[config.mk]
export PLATFORM = sky130hd
export DESIGN_NAME = qpu_exu_trigger
export DESIGN_NICKNAME = d
export VERILOG_FILES = /design/src/rtl/qpu_exu_trigger_pkg.sv /design/src/rtl/qpu_exu_trigger_meas_win.sv /design/src/rtl/qpu_exu_trigger.sv
export SDC_FILE = /design/constraint.sdc
export NUM_CORES = 1
export LEC_CHECK = 0
export CAP_MARGIN = 20
export CORE_MARGIN = 1
export CORE_UTILIZATION = 44
export CTS_CLUSTER_DIAMETER = 120
export DETAILED_ROUTE_END_ITERATION = 8
export GPL_TIMING_DRIVEN = 0
export HOLD_SLACK_MARGIN = 0.02
export PLACE_DENSITY = 0.85
export SETUP_SLACK_MARGIN = 0.1
export SYNTH_ARGS = -nofsm -noshare
export SYNTH_HDL_FRONTEND = slang
export SYNTH_SLANG_ARGS = --single-unit
[constraint.sdc]
create_clock -name clk -period 8.8 [get_ports clk]
set_input_delay 0.88 -clock clk [delete_from_list [all_inputs] [get_ports clk]]
set_output_delay 0.88 -clock clk [all_outputs]
set_load 0.01 [all_outputs]
[src/rtl/qpu_exu_trigger_pkg.sv]
// ---------------------------------------------------------------------------
// qpu_exu_trigger_pkg
// Shared constants for the QPU execution-unit trigger stage:
//   - default time-counter width, channel counts and payload widths
//   - default measurement window length
//   - trigger FSM state encoding (IDLE=0, RUN=1, DRAIN=2)
// ---------------------------------------------------------------------------
package qpu_exu_trigger_pkg;

    localparam int unsigned QPU_TIME_WIDTH          = 16;
    localparam int unsigned QPU_QI_EVENT_NUM        = 8;
    localparam int unsigned QPU_MEASURE_EVENT_NUM   = 2;
    localparam int unsigned QPU_QI_EVENT_WIDTH      = 10;
    localparam int unsigned QPU_MEASURE_EVENT_WIDTH = 8;
    localparam int unsigned QPU_TRIGGER_MEAS_WIN    = 64;

    typedef enum logic [1:0] {
        QPU_TRG_IDLE  = 2'd0,
        QPU_TRG_RUN   = 2'd1,
        QPU_TRG_DRAIN = 2'd2
    } qpu_trg_state_e;

endpackage

[src/rtl/qpu_exu_trigger_meas_win.sv]
// ---------------------------------------------------------------------------
// qpu_exu_trigger_meas_win
// One measurement-window timer. A load starts (or restarts) a window of
// MEAS_WIN cycles; busy_o is high for exactly MEAS_WIN cycles beginning the
// cycle after the load. A load while busy sets the sticky collide flag.
// Ports:
//   clk, rst   : clock, asynchronous active-high reset
//   load_i     : measurement event accepted this cycle
//   clr_i      : clear the sticky collide flag (start of experiment)
//   busy_o     : window active
//   collide_o  : sticky, event arrived while the window was active
// ---------------------------------------------------------------------------
module qpu_exu_trigger_meas_win #(
    parameter int unsigned MEAS_WIN = 64
) (
    input  logic clk,
    input  logic rst,
    input  logic load_i,
    input  logic clr_i,
    output logic busy_o,
    output logic collide_o
);

    localparam int unsigned CW = $clog2(MEAS_WIN);

    logic [CW-1:0] cnt_q, cnt_d;
    logic          busy_q, busy_d;
    logic          col_q, col_d;

    always_comb begin
        cnt_d  = cnt_q;
        busy_d = busy_q;
        col_d  = col_q;
        if (load_i) begin
            cnt_d  = CW'(MEAS_WIN - 1);
            busy_d = 1'b1;
            if (busy_q) begin
                col_d = 1'b1;
            end
        end else if (busy_q) begin
            // busy drops on the edge after the counter has shown 0, which
            // makes the window MEAS_WIN cycles long (MEAS_WIN-1 .. 0)
            if (cnt_q == '0) begin
                busy_d = 1'b0;
            end else begin
                cnt_d = cnt_q - CW'(1);
            end
        end
        if (clr_i) begin
            col_d = 1'b0;
        end
    end

    always_ff @(posedge clk or posedge rst) begin
        if (rst) begin
            cnt_q  <= '0;
            busy_q <= 1'b0;
            col_q  <= 1'b0;
        end else begin
            cnt_q  <= cnt_d;
            busy_q <= busy_d;
            col_q  <= col_d;
        end
    end

    assign busy_o    = busy_q;
    assign collide_o = col_q;

endmodule

[src/rtl/qpu_exu_trigger.sv]
// ---------------------------------------------------------------------------
// qpu_exu_trigger
// Time-base and event-issue stage after the EXU time/event queue. Owns the
// experiment time counter, gates the queue trigger, captures released events
// into registered per-channel strobes/payloads for the QI and measurement
// front ends, and (optionally) times a measurement window per channel so a
// stop request drains cleanly.
// Build option: define QPU_TRIGGER_MEAS_WIN_EN to build the measurement
// window timers; otherwise meas_o_busy/o_collide are 0 and DRAIN lasts one
// cycle.
// Ports:
//   clk, rst              : clock, asynchronous active-high reset
//   i_start, i_stop       : experiment start / stop request pulses
//   o_tragger             : trigger to the queue, high in RUN
//   i_clk_ena             : time-advance permission from the queue
//   o_clk                 : experiment time
//   evq_i_valid/evq_i_data: per-channel events (QI channels low)
//   qi_o_valid/qi_o_data  : QI strobes and held payloads
//   meas_o_valid/meas_o_data : measurement strobes and held payloads
//   meas_o_busy, o_collide: measurement window status, sticky collision
//   o_wrap                : sticky time-counter wrap
//   o_state               : FSM state
// ---------------------------------------------------------------------------
module qpu_exu_trigger
    import qpu_exu_trigger_pkg::*;
#(
    parameter int unsigned TIME_WIDTH = QPU_TIME_WIDTH,
    parameter int unsigned QI_NUM     = QPU_QI_EVENT_NUM,
    parameter int unsigned MEAS_NUM   = QPU_MEASURE_EVENT_NUM,
    parameter int unsigned QI_W       = QPU_QI_EVENT_WIDTH,
    parameter int unsigned MEAS_W     = QPU_MEASURE_EVENT_WIDTH,
    parameter int unsigned MEAS_WIN   = QPU_TRIGGER_MEAS_WIN
) (
    input  logic                         clk,
    input  logic                         rst,
    input  logic                         i_start,
    input  logic                         i_stop,
    output logic                         o_tragger,
    input  logic                         i_clk_ena,
    output logic [TIME_WIDTH-1:0]        o_clk,
    input  logic [QI_NUM+MEAS_NUM-1:0]   evq_i_valid,
    input  logic [QI_NUM*QI_W+MEAS_NUM*MEAS_W-1:0] evq_i_data,
    output logic [QI_NUM-1:0]            qi_o_valid,
    output logic [QI_NUM*QI_W-1:0]       qi_o_data,
    output logic [MEAS_NUM-1:0]          meas_o_valid,
    output logic [MEAS_NUM*MEAS_W-1:0]   meas_o_data,
    output logic [MEAS_NUM-1:0]          meas_o_busy,
    output logic [MEAS_NUM-1:0]          o_collide,
    output logic                         o_wrap,
    output logic [1:0]                   o_state
);

    localparam int unsigned EVN  = QI_NUM + MEAS_NUM;
    localparam int unsigned QIWT = QI_NUM * QI_W;

    if (MEAS_WIN < 2) begin : g_bad_win
        $error("MEAS_WIN must be at least 2");
    end

    qpu_trg_state_e              state_q, state_d;
    logic                        trg_q;
    logic [TIME_WIDTH-1:0]       time_q, time_d;
    logic                        wrap_q, wrap_d;
    logic [QI_NUM-1:0]           qi_valid_q;
    logic [QIWT-1:0]             qi_data_q, qi_data_d;
    logic [MEAS_NUM-1:0]         meas_valid_q;
    logic [MEAS_NUM*MEAS_W-1:0]  meas_data_q, meas_data_d;
    logic                        run;
    logic                        start_run;
    logic [EVN-1:0]              cap;

    assign run       = (state_q == QPU_TRG_RUN);
    assign start_run = (state_q == QPU_TRG_IDLE) && i_start;
    assign cap       = evq_i_valid & {EVN{run}};

    // next state; stop takes priority because RUN only looks at i_stop
    always_comb begin
        state_d = state_q;
        case (state_q)
            QPU_TRG_IDLE:  if (i_start)          state_d = QPU_TRG_RUN;
            QPU_TRG_RUN:   if (i_stop)           state_d = QPU_TRG_DRAIN;
            QPU_TRG_DRAIN: if (meas_o_busy == '0) state_d = QPU_TRG_IDLE;
            default:                             state_d = QPU_TRG_IDLE;
        endcase
    end

    always_comb begin
        time_d = time_q;
        wrap_d = wrap_q;
        if (start_run) begin
            time_d = '0;
            wrap_d = 1'b0;
        end else if (run && i_clk_ena) begin
            time_d = time_q + TIME_WIDTH'(1);
            if (&time_q) begin
                wrap_d = 1'b1;
            end
        end
    end

    always_comb begin
        qi_data_d   = qi_data_q;
        meas_data_d = meas_data_q;
        for (int unsigned i = 0; i < QI_NUM; i++) begin
            if (cap[i]) begin
                qi_data_d[i*QI_W +: QI_W] = evq_i_data[i*QI_W +: QI_W];
            end
        end
        for (int unsigned j = 0; j < MEAS_NUM; j++) begin
            if (cap[QI_NUM+j]) begin
                meas_data_d[j*MEAS_W +: MEAS_W] = evq_i_data[QIWT + j*MEAS_W +: MEAS_W];
            end
        end
    end

    always_ff @(posedge clk or posedge rst) begin
        if (rst) begin
            state_q      <= QPU_TRG_IDLE;
            trg_q        <= 1'b0;
            time_q       <= '0;
            wrap_q       <= 1'b0;
            qi_valid_q   <= '0;
            qi_data_q    <= '0;
            meas_valid_q <= '0;
            meas_data_q  <= '0;
        end else begin
            state_q      <= state_d;
            trg_q        <= (state_d == QPU_TRG_RUN);
            time_q       <= time_d;
            wrap_q       <= wrap_d;
            qi_valid_q   <= cap[QI_NUM-1:0];
            qi_data_q    <= qi_data_d;
            meas_valid_q <= cap[EVN-1:QI_NUM];
            meas_data_q  <= meas_data_d;
        end
    end

`ifdef QPU_TRIGGER_MEAS_WIN_EN
    for (genvar g = 0; g < MEAS_NUM; g++) begin : g_win
        qpu_exu_trigger_meas_win #(
            .MEAS_WIN (MEAS_WIN)
        ) u_win (
            .clk       (clk),
            .rst       (rst),
            .load_i    (cap[QI_NUM+g]),
            .clr_i     (start_run),
            .busy_o    (meas_o_busy[g]),
            .collide_o (o_collide[g])
        );
    end
`else
    assign meas_o_busy = '0;
    assign o_collide   = '0;
`endif

    assign o_tragger    = trg_q;
    assign o_clk        = time_q;
    assign o_wrap       = wrap_q;
    assign o_state      = state_q;
    assign qi_o_valid   = qi_valid_q;
    assign qi_o_data    = qi_data_q;
    assign meas_o_valid = meas_valid_q;
    assign meas_o_data  = meas_data_q;

endmodule

== After elaboration in Yosys (flattened, before gate mapping) ==
Cells that the tools add are included.

* Register bits: 126
* Output and inout port bits: 130
* Word-level logic and storage cells: 35

* $add $sub $neg: 1
* Eq/ne operators: 2
* Mux-type cells: 8
* Bitwise gates (word level): 1
* Reductions and logical operators: 7

{| class="wikitable"
|+ Operator list
! kind !! number
|-
| two-way mux 16 bit || 2
|-
| adder 16 x 1 -> 16 bit (second input constant) || 1
|-
| AND reduction 16 bit || 1
|-
| bitwise AND 10 bit || 1
|-
| == test 2 x 1 -> 1 bit (second input constant) || 2
|-
| two-way mux 2 bit || 2
|-
| case mux 2 bit (2 select lines) || 1
|-
| nonzero test 2 bit || 2
|-
| two-way mux 1 bit || 3
|-
| logical AND 1 bit || 2
|-
| logical NOT 2 bit || 1
|-
| AND reduction 2 bit || 1
|}

== Longest topological paths before layout ==
Gate-level depths: netlist of the first run.

* Word-level depth: 4
* Depth in mapped cells: 5
* Gate-level depth less buffers: 5

== Worst setup path before layout of the first run ==
Ideal clock, no wire load.

* Path type: input to register
* Start: input i_start
* End: register time_q[13], in the netlist o_clk[13]
* Setup time: 78 ps
* Arrival time: 2067 ps
* Required time: 8722 ps
* Setup slack: 6656 ps
* Cell stages on the path: 5
* Path buffers: 1
* Path through: or3b_1 buf_6 a211o_1 or3_1 a21oi_1

* Longest elaborated chain between the ends: 2

{| class="wikitable"
|+ RTL lines
! item !! line !! RTL
|-
| start: declaration || qpu_exu_trigger.sv:36 || <nowiki>input logic i_start,</nowiki>
|-
| logical AND 1 bit * || qpu_exu_trigger.sv:73 || <nowiki>assign start_run = (state_q == QPU_TRG_IDLE) && i_start;</nowiki>
|-
| two-way mux 16 bit / nonzero test 2 bit (equally long branches) || -- ||
|-
| end signal: assignment || qpu_exu_trigger.sv:129 || <nowiki>time_q <= time_d;</nowiki>
|-
| end: declaration || qpu_exu_trigger.sv:62 || <nowiki>logic [TIME_WIDTH-1:0] time_q, time_d;</nowiki>
|}

Mark *: on every way between the ends. The rest lies on a longest branch, timed or not.
A chain may end at the register's enable or synchronous reset.

== Final worst setup path of the first run ==
* Start: register time_q[7], in the netlist o_clk[7]
* End: output o_clk[7]

{| class="wikitable"
|+ RTL lines
! item !! line !! RTL
|-
| end: declaration || qpu_exu_trigger.sv:40 || <nowiki>output logic [TIME_WIDTH-1:0] o_clk,</nowiki>
|}

No word-level cell between the ends.

==> results of run 1 <==
worst register-to-register path, stage by stage (launching register included):
cell and delay, ps:
dfrtp_1 440, nor3b_4 450, o2111ai_1 360, o311ai_0 450, o41ai_1 130
final timing paths:
| kind | to | slack (ps) | depth (start not counted) |
|---|---|---|---|
| setup / recovery | o_clk[7] | 6330 | 1 |
| max in group asynchronous | qi_o_data[67]$_DFFE_PP0P_ | 7280 | 3 |
| hold / removal | qi_o_data[62]$_DFFE_PP0P_ | 500 | 1 |
| min in group asynchronous | qi_o_data[34]$_DFFE_PP0P_ | 800 | 2 |
| setup reg to reg | o_clk[15]$_DFFE_PP0P_ | 6830 | 4 |
| hold reg to reg | qi_o_data[62]$_DFFE_PP0P_ | 500 | 1 |
Yosys cell counts, types with 2 or more instances:
library cell and instances:
dfrtp_1 126, mux2_2 96, nand2_1 16, inv_1 13
nor2_1 9, buf_2 8, xor2_1 7, nand4_1 6
o21ai_0 6, a21oi_1 5, nand3_1 5, buf_4 4
or3_1 4, and3_1 3, clkbuf_1 3, o2111ai_1 2
xnor2_1 2
cell families after synthesis:
| logic type | share of synthesized area (%) |
|---|---|
| flip-flops | 64.33 |
| multiplexers | 22.06 |
| AND/OR/NAND/NOR | 5.847 |
| buffers and inverters | 2.885 |
| AO/OA/AOI/OAI | 2.936 |
| XOR/XNOR | 1.608 |
| adder cells (fa/ha/maj) | 0.2553 |
| other | 0.07652 |
through the flow:
stage / area, um^2 / hold slack (ps) / setup WS (ps) / util (%) / std cells
2_1_floorplan: 4912 / 518.4 / 4564 / - / 338
3_3_place_gp: 7450 / 474.6 / 2959 / 68.72 / 714
3_5_place_dp: 7482 / 492.4 / 5952 / 69.02 / 715
4_1_cts: 8060 / 504.5 / 6307 / 74.35 / 746
5_1_grt: 8060 / 513.0 / 6279 / 74.35 / 746
6_report: 8060 / 502.5 / 6331 / 74.35 / 746
sequential cells by signal, indices dropped and copies added (netlist names):
signal,flops
o_wrap,1
meas_o_valid,2
qi_o_data,80
o_tragger,1
o_state,2
meas_o_data,16
o_clk,16
qi_o_valid,8
cells in the final DEF (no fill, tap or decap), types with 4 or more instances in the layout:
cell and instances:
conb_1 4, nand2_1 16, a21oi_1 5, clkbuf_1 5, buf_4 4, or3_1 4
clkbuf_16 16, nand3_1 5, mux2_2 96, xor2_1 7, clkdlybuf4s50_1 236, dfrtp_1 126
inv_1 12, nor2_1 9, nand4_1 6, buf_2 8, clkinvlp_4 5, o21ai_0 6
routing by layer:
| metal | track usage (%) | share of wire, % | vias to the layer above |
|---|---|---|---|
| met4 | 9.491 | 2.2 | 0 |
| met3 | 8.414 | 8.5 | 22 |
| met5 | 0 | 0 | - |
| met1 | 23.16 | 36 | 1830 |
| met2 | 41.35 | 54 | 158 |
| li1 | - | - | 1679 |
area by class of cell:
cell class / count / area (um^2) / area share [%]
Sequential cell: 126 / 3153 / 39.12
Timing Repair Buffer: 237 / 2390 / 29.65
Multi-Input combinational cell: 183 / 1618 / 20.07
Clock buffer: 20 / 435.4 / 5.402
Tap cell: 140 / 175.2 / 2.173
Clock inverter: 11 / 142.6 / 1.770
Buffer: 16 / 92.59 / 1.149
Inverter: 13 / 53.80 / 0.6675
power by group:
part	leakage [nW]	switching, mW	total [mW]	internal [mW]
combinational	1.66	0.376	1.02	0.647
clock	0.269	0.245	0.680	0.435
sequential	1.53	0.128	0.949	0.821
total	3.46	0.749	2.65	1.90
==> impl_metrics.json, run 1 <==
{
  "globalRouteTotalUtil_pct": 22.70,
  "maxSlewViolCount": 0,
  "cts_sinks": 126,
  "path_class": "flip-flop to output pin",
  "cp_top_family": "buffers and inverters",
  "cp_max_fo": 7,
  "min_period_over_period_pct": 28.06,
  "hold_viol": 0,
  "die_w_um": 107.5,
  "root_buffer": "clkbuf_8",
  "setup_viol": 0,
  "async_flop_share_pct": 100.0,
  "wl_per_cell_um": 16.90,
  "cts_buffers": 17,
  "gp_congestion": 0.7646,
  "cp_slowest_cell": "clkdlybuf4s50_1",
  "syn_inst": 335,
  "status": "finished, final reports clean",
  "cts_resized": 0,
  "coreArea_mm2": 0.01084,
  "layout-drive-gt1-share_pct": 23.60,
  "hpwl_um": 9277,
  "die_height_um": 107.5,
  "slew_headroom_pct": 55.93,
  "drv_cap": 0,
  "ioPinCount": 241,
  "drtPass1Iterations": 4,
  "peakVddDrop_uv": 211.9,
  "cpPeakStageDelay_ps": 590,
  "vias_per_cell": 4.945,
  "route.detailed.drc": 0,
  "postRouteAntennaNets": 0,
  "tightest_slew_ps": 661.1,
  "grt_pass1_wl_um": 19750,
  "dieArea_mm2": 0.01156,
  "fin_nets": 706,
  "synth_top_area_share_pct": 64.33,
  "cp.required_ps": 7920,
  "synth_edf_count": 0,
  "syn_to_final_growth_pct": 64.46,
  "crit_path_cell_trace": "clkdlybuf4s50_1",
  "leakagePower_nw": 3.463,
  "hold_path_class": "flip-flop to flip-flop",
  "hold_buffers": 0,
  "route.vias.total": 3689,
  "netlist_area_mm2": 0.004901,
  "p_total_mw": 2.652,
  "clk_pin_slew_ps": 60,
  "drt_wl_total_um": 12610,
  "endpoint_kind": "output pin",
  "timing.critical_path.from": "o_clk[7]$_DFFE_PP0P_",
  "antenna_found_initial": 0,
  "crit_arrival_ps": 1590,
  "cts_setup_buffers": 0,
  "insertion_delay_ps": 510,
  "setup_tns_ps": 0,
  "grt_max_degree": 72,
  "synth_top_flop_cell": "dfrtp_1",
  "synth-seq-cells": 126,
  "crit_path_start_kind": "flip-flop",
  "tritoncts": "built",
  "io_buffers": 236,
  "cts_buffer_depth": 2,
  "avgSynthCellArea_um2": 14.63,
  "grt_pass1_vias": 3978,
  "skew_ps": 4.505,
  "max_freq_mhz": 405.0,
  "finalCriticalPeriod_ps": 2469,
  "grt_remaining_overflow": 0,
  "synth_area_leaders": "dfrtp_1 64%, mux2_2 22%, xor2_1 1.3%",
  "power_density_mw_per_mm2": 329.0,
  "yosysSeqAreaShare_pct": 64.33,
  "r2r-start": "o_state[0]$_DFF_PP0_",
  "initial_core_util_pct": 45.21,
  "crit_buf_inv": 1,
  "num-fill-cells": 729,
  "rsz0062_at_grt": "no",
  "antenna_cells": 0,
  "min_from": "qi_o_data[62]$_DFFE_PP0P_",
  "yosys_warnings": 0,
  "htreeDepth": 4,
  "rows": 38,
  "drtIter0Drc": 103,
  "ys_types": 37,
  "synth_area_leader_cell": "dfrtp_1"
}
(Power assumes the default switching activity.)
==> run 2, diff against run 1 <==
--- a/config.mk
+++ b/config.mk
@@ -7,12 +7,12 @@
 export LEC_CHECK = 0
 export CAP_MARGIN = 20
 export CORE_MARGIN = 1
-export CORE_UTILIZATION = 44
+export CORE_UTILIZATION = 40
 export CTS_CLUSTER_DIAMETER = 120
 export DETAILED_ROUTE_END_ITERATION = 8
 export GPL_TIMING_DRIVEN = 0
 export HOLD_SLACK_MARGIN = 0.02
-export PLACE_DENSITY = 0.85
+export PLACE_DENSITY = 0.79
 export SETUP_SLACK_MARGIN = 0.1
 export SYNTH_ARGS = -nofsm -noshare
 export SYNTH_HDL_FRONTEND = slang
==> constraint.sdc (replaced) <==
create_clock -name clk -period 2.4 [get_ports clk]
set_input_delay 0.24 -clock clk [delete_from_list [all_inputs] [get_ports clk]]
set_output_delay 0.24 -clock clk [all_outputs]
set_load 0.01 [all_outputs]
==> run 2 against run 1 <==
Sequential cell count is the same. Non-clock buffer count grew 2. Worst setup slack lost 5900 ps. Register-to-register slack lost 6400 ps.
==> impl_metrics.json, run 2 (synthesis gave the netlist of run 1 again) <==
{
  "ff_latch_area_mm2": 0.003153,
  "htreeDepth": 4,
  "clk_pin_slew_ps": 50,
  "insertion_delay_ps": 410,
  "tightest_slew_ps": 539.2,
  "path_class": "flip-flop to flip-flop",
  "status": "finished, final reports clean",
  "grt_pass1_vias": 3956,
  "antenna_cells": 0,
  "rows": 40,
  "utilization_pct": 67.98,
  "slew_headroom_pct": 63.98,
  "cp_max_fo": 10,
  "min_period_over_period_pct": 82.66,
  "setup_tns_ps": 0,
  "finalCriticalPeriod_ps": 1984,
  "die_height_um": 112.7,
  "grt_pass1_wl_um": 20050,
  "combPwrFrac_pct": 38.1,
  "ioPinCount": 241,
  "p_sw_mw": 2.729,
  "multi_input_area_mm2": 0.001618,
  "grt_max_degree": 43,
  "peakVddDrop_uv": 743.3,
  "layout_common_cells": "236 x clkdlybuf4s50_1, 126 x dfrtp_1, 96 x mux2_2",
  "vias_per_cell": 4.922,
  "max_freq_mhz": 504.1,
  "leakagePower_nw": 3.504,
  "power_density_mw_per_mm2": 1208,
  "cts_buffer_depth": 2,
  "drt_wl_total_um": 12720,
  "rsz0062_at_grt": "no",
  "crit_arrival_ps": 2250,
  "largest_register_ff_count": 80,
  "io_buffers": 236,
  "fin_nets": 708,
  "clkPwrFrac_pct": 26.5,
  "instances_no_fill": 756,
  "route.vias.total": 3721,
  "timing.hold.ws_ps": 236.0,
  "cts_sinks": 126,
  "cts_resized": 0,
  "hold_viol": 0,
  "antenna_found_initial": 0,
  "initial_core_util_pct": 40.97,
  "tritoncts": "built",
  "p_sw_share_pct": 27.78,
  "cp.required_ps": 2660,
  "num-fill-cells": 861,
  "route.detailed.drc": 0,
  "place_inst": 724,
  "coreArea_mm2": 0.01196,
  "gp_congestion": 0.8285,
  "hold_buffers": 0,
  "postRouteAntennaNets": 0,
  "hold_path_class": "primary input to async pin",
  "hpwl_um": 9520,
  "drv_cap": 0,
  "globalRouteTotalUtil_pct": 20.99,
  "cts_setup_buffers": 0,
  "skew_ps": 10.49,
  "maxSlewViolCount": 0,
  "syn_to_final_growth_pct": 65.92,
  "r2r_setup_slack_ps": 420,
  "power_frac_seq_pct": 35.4,
  "die_w_um": 112.7,
  "wl_per_cell_um": 16.83,
  "setup_viol": 0,
  "grt_remaining_overflow": 0,
  "endpoint_kind": "flip-flop",
  "internal_power_mw": 7.094,
  "final_common_cell": "clkdlybuf4s50_1",
  "drtIter0Drc": 188,
  "drtPass1Iterations": 6,
  "root_buffer": "clkbuf_16",
  "layout-drive-gt1-share_pct": 24.14,
  "dieArea_mm2": 0.01270,
  "crit_path_start_kind": "flip-flop",
  "cts_buffers": 17
}
run 2: cell count changes in the layout (fill, tap and decap cells not counted), sizes merged:
cell	change
clkbuf	+1
inv	-1
clkinv	+3
clkinvlp	-2
buf	+2
run 2: area by class of cell:
| class | instances | share of cell area [%] |
|---|---|---|
| multi-input cells | 183 | 19.90 |
| flip-flops and latches | 126 | 38.78 |
| inverters | 13 | 0.6463 |
| well taps | 147 | 2.262 |
| clock buffers | 21 | 5.786 |
| clock inverters | 11 | 1.708 |
| plain buffers | 16 | 1.139 |
| repair buffers | 239 | 29.79 |
run 2: worst paths after layout:
check	endpoint	cells after the start	start
worst min register to register	qi_o_data[11]$_DFFE_PP0P_	1	qi_o_data[11]$_DFFE_PP0P_
worst max-delay path	o_clk[15]$_DFFE_PP0P_	4	o_state[0]$_DFF_PP0_
worst max register to register	o_clk[15]$_DFFE_PP0P_	4	o_state[0]$_DFF_PP0_
max in group asynchronous	qi_o_data[14]$_DFFE_PP0P_	4	rst
min in group clk	qi_o_data[29]$_DFFE_PP0P_	2	evq_i_data[29]
worst min-delay path	o_clk[1]$_DFFE_PP0P_	2	rst
run 2: metal layers:
| metal | vias to the layer above | wire length, um | GRT usage, % |
|---|---|---|---|
| met5 | - | 0 | 0 |
| met4 | 0 | 320 | 10.93 |
| met3 | 27 | 1274 | 9.320 |
| met2 | 195 | 6556 | 35.80 |
| met1 | 1816 | 4569 | 21.86 |
| li1 | 1683 | - | - |
run 2: power by group through the flow:
stage / clock [mW] / sequential [mW] / combinational, mW
after floorplan: 0 / 3.90 / 1.06
after global placement: 0 / 3.45 / 3.69
after detailed placement: 0 / 3.51 / 3.77
after CTS: 2.65 / 3.48 / 3.79
after global routing: 2.76 / 3.59 / 3.97
final: 2.60 / 3.48 / 3.75
run 2: through the flow:
step / setup slack [ps] / total power [mW] / area [um^2]
after CTS: 449.7 / 9.928 / 8132
after floorplan: 606.7 / 4.955 / 4916
after global placement: -506.2 / 7.141 / 7462
after detailed placement: 202.8 / 7.274 / 7522
after global routing: 346.2 / 10.32 / 8132
final: 416.2 / 9.823 / 8132
run 2: critical path: stages (launching register included):
cell       delay [ps]
dfrtp_1           440
nor3b_4           460
o2111ai_1         340
o311ai_0          440
o41ai_1           150
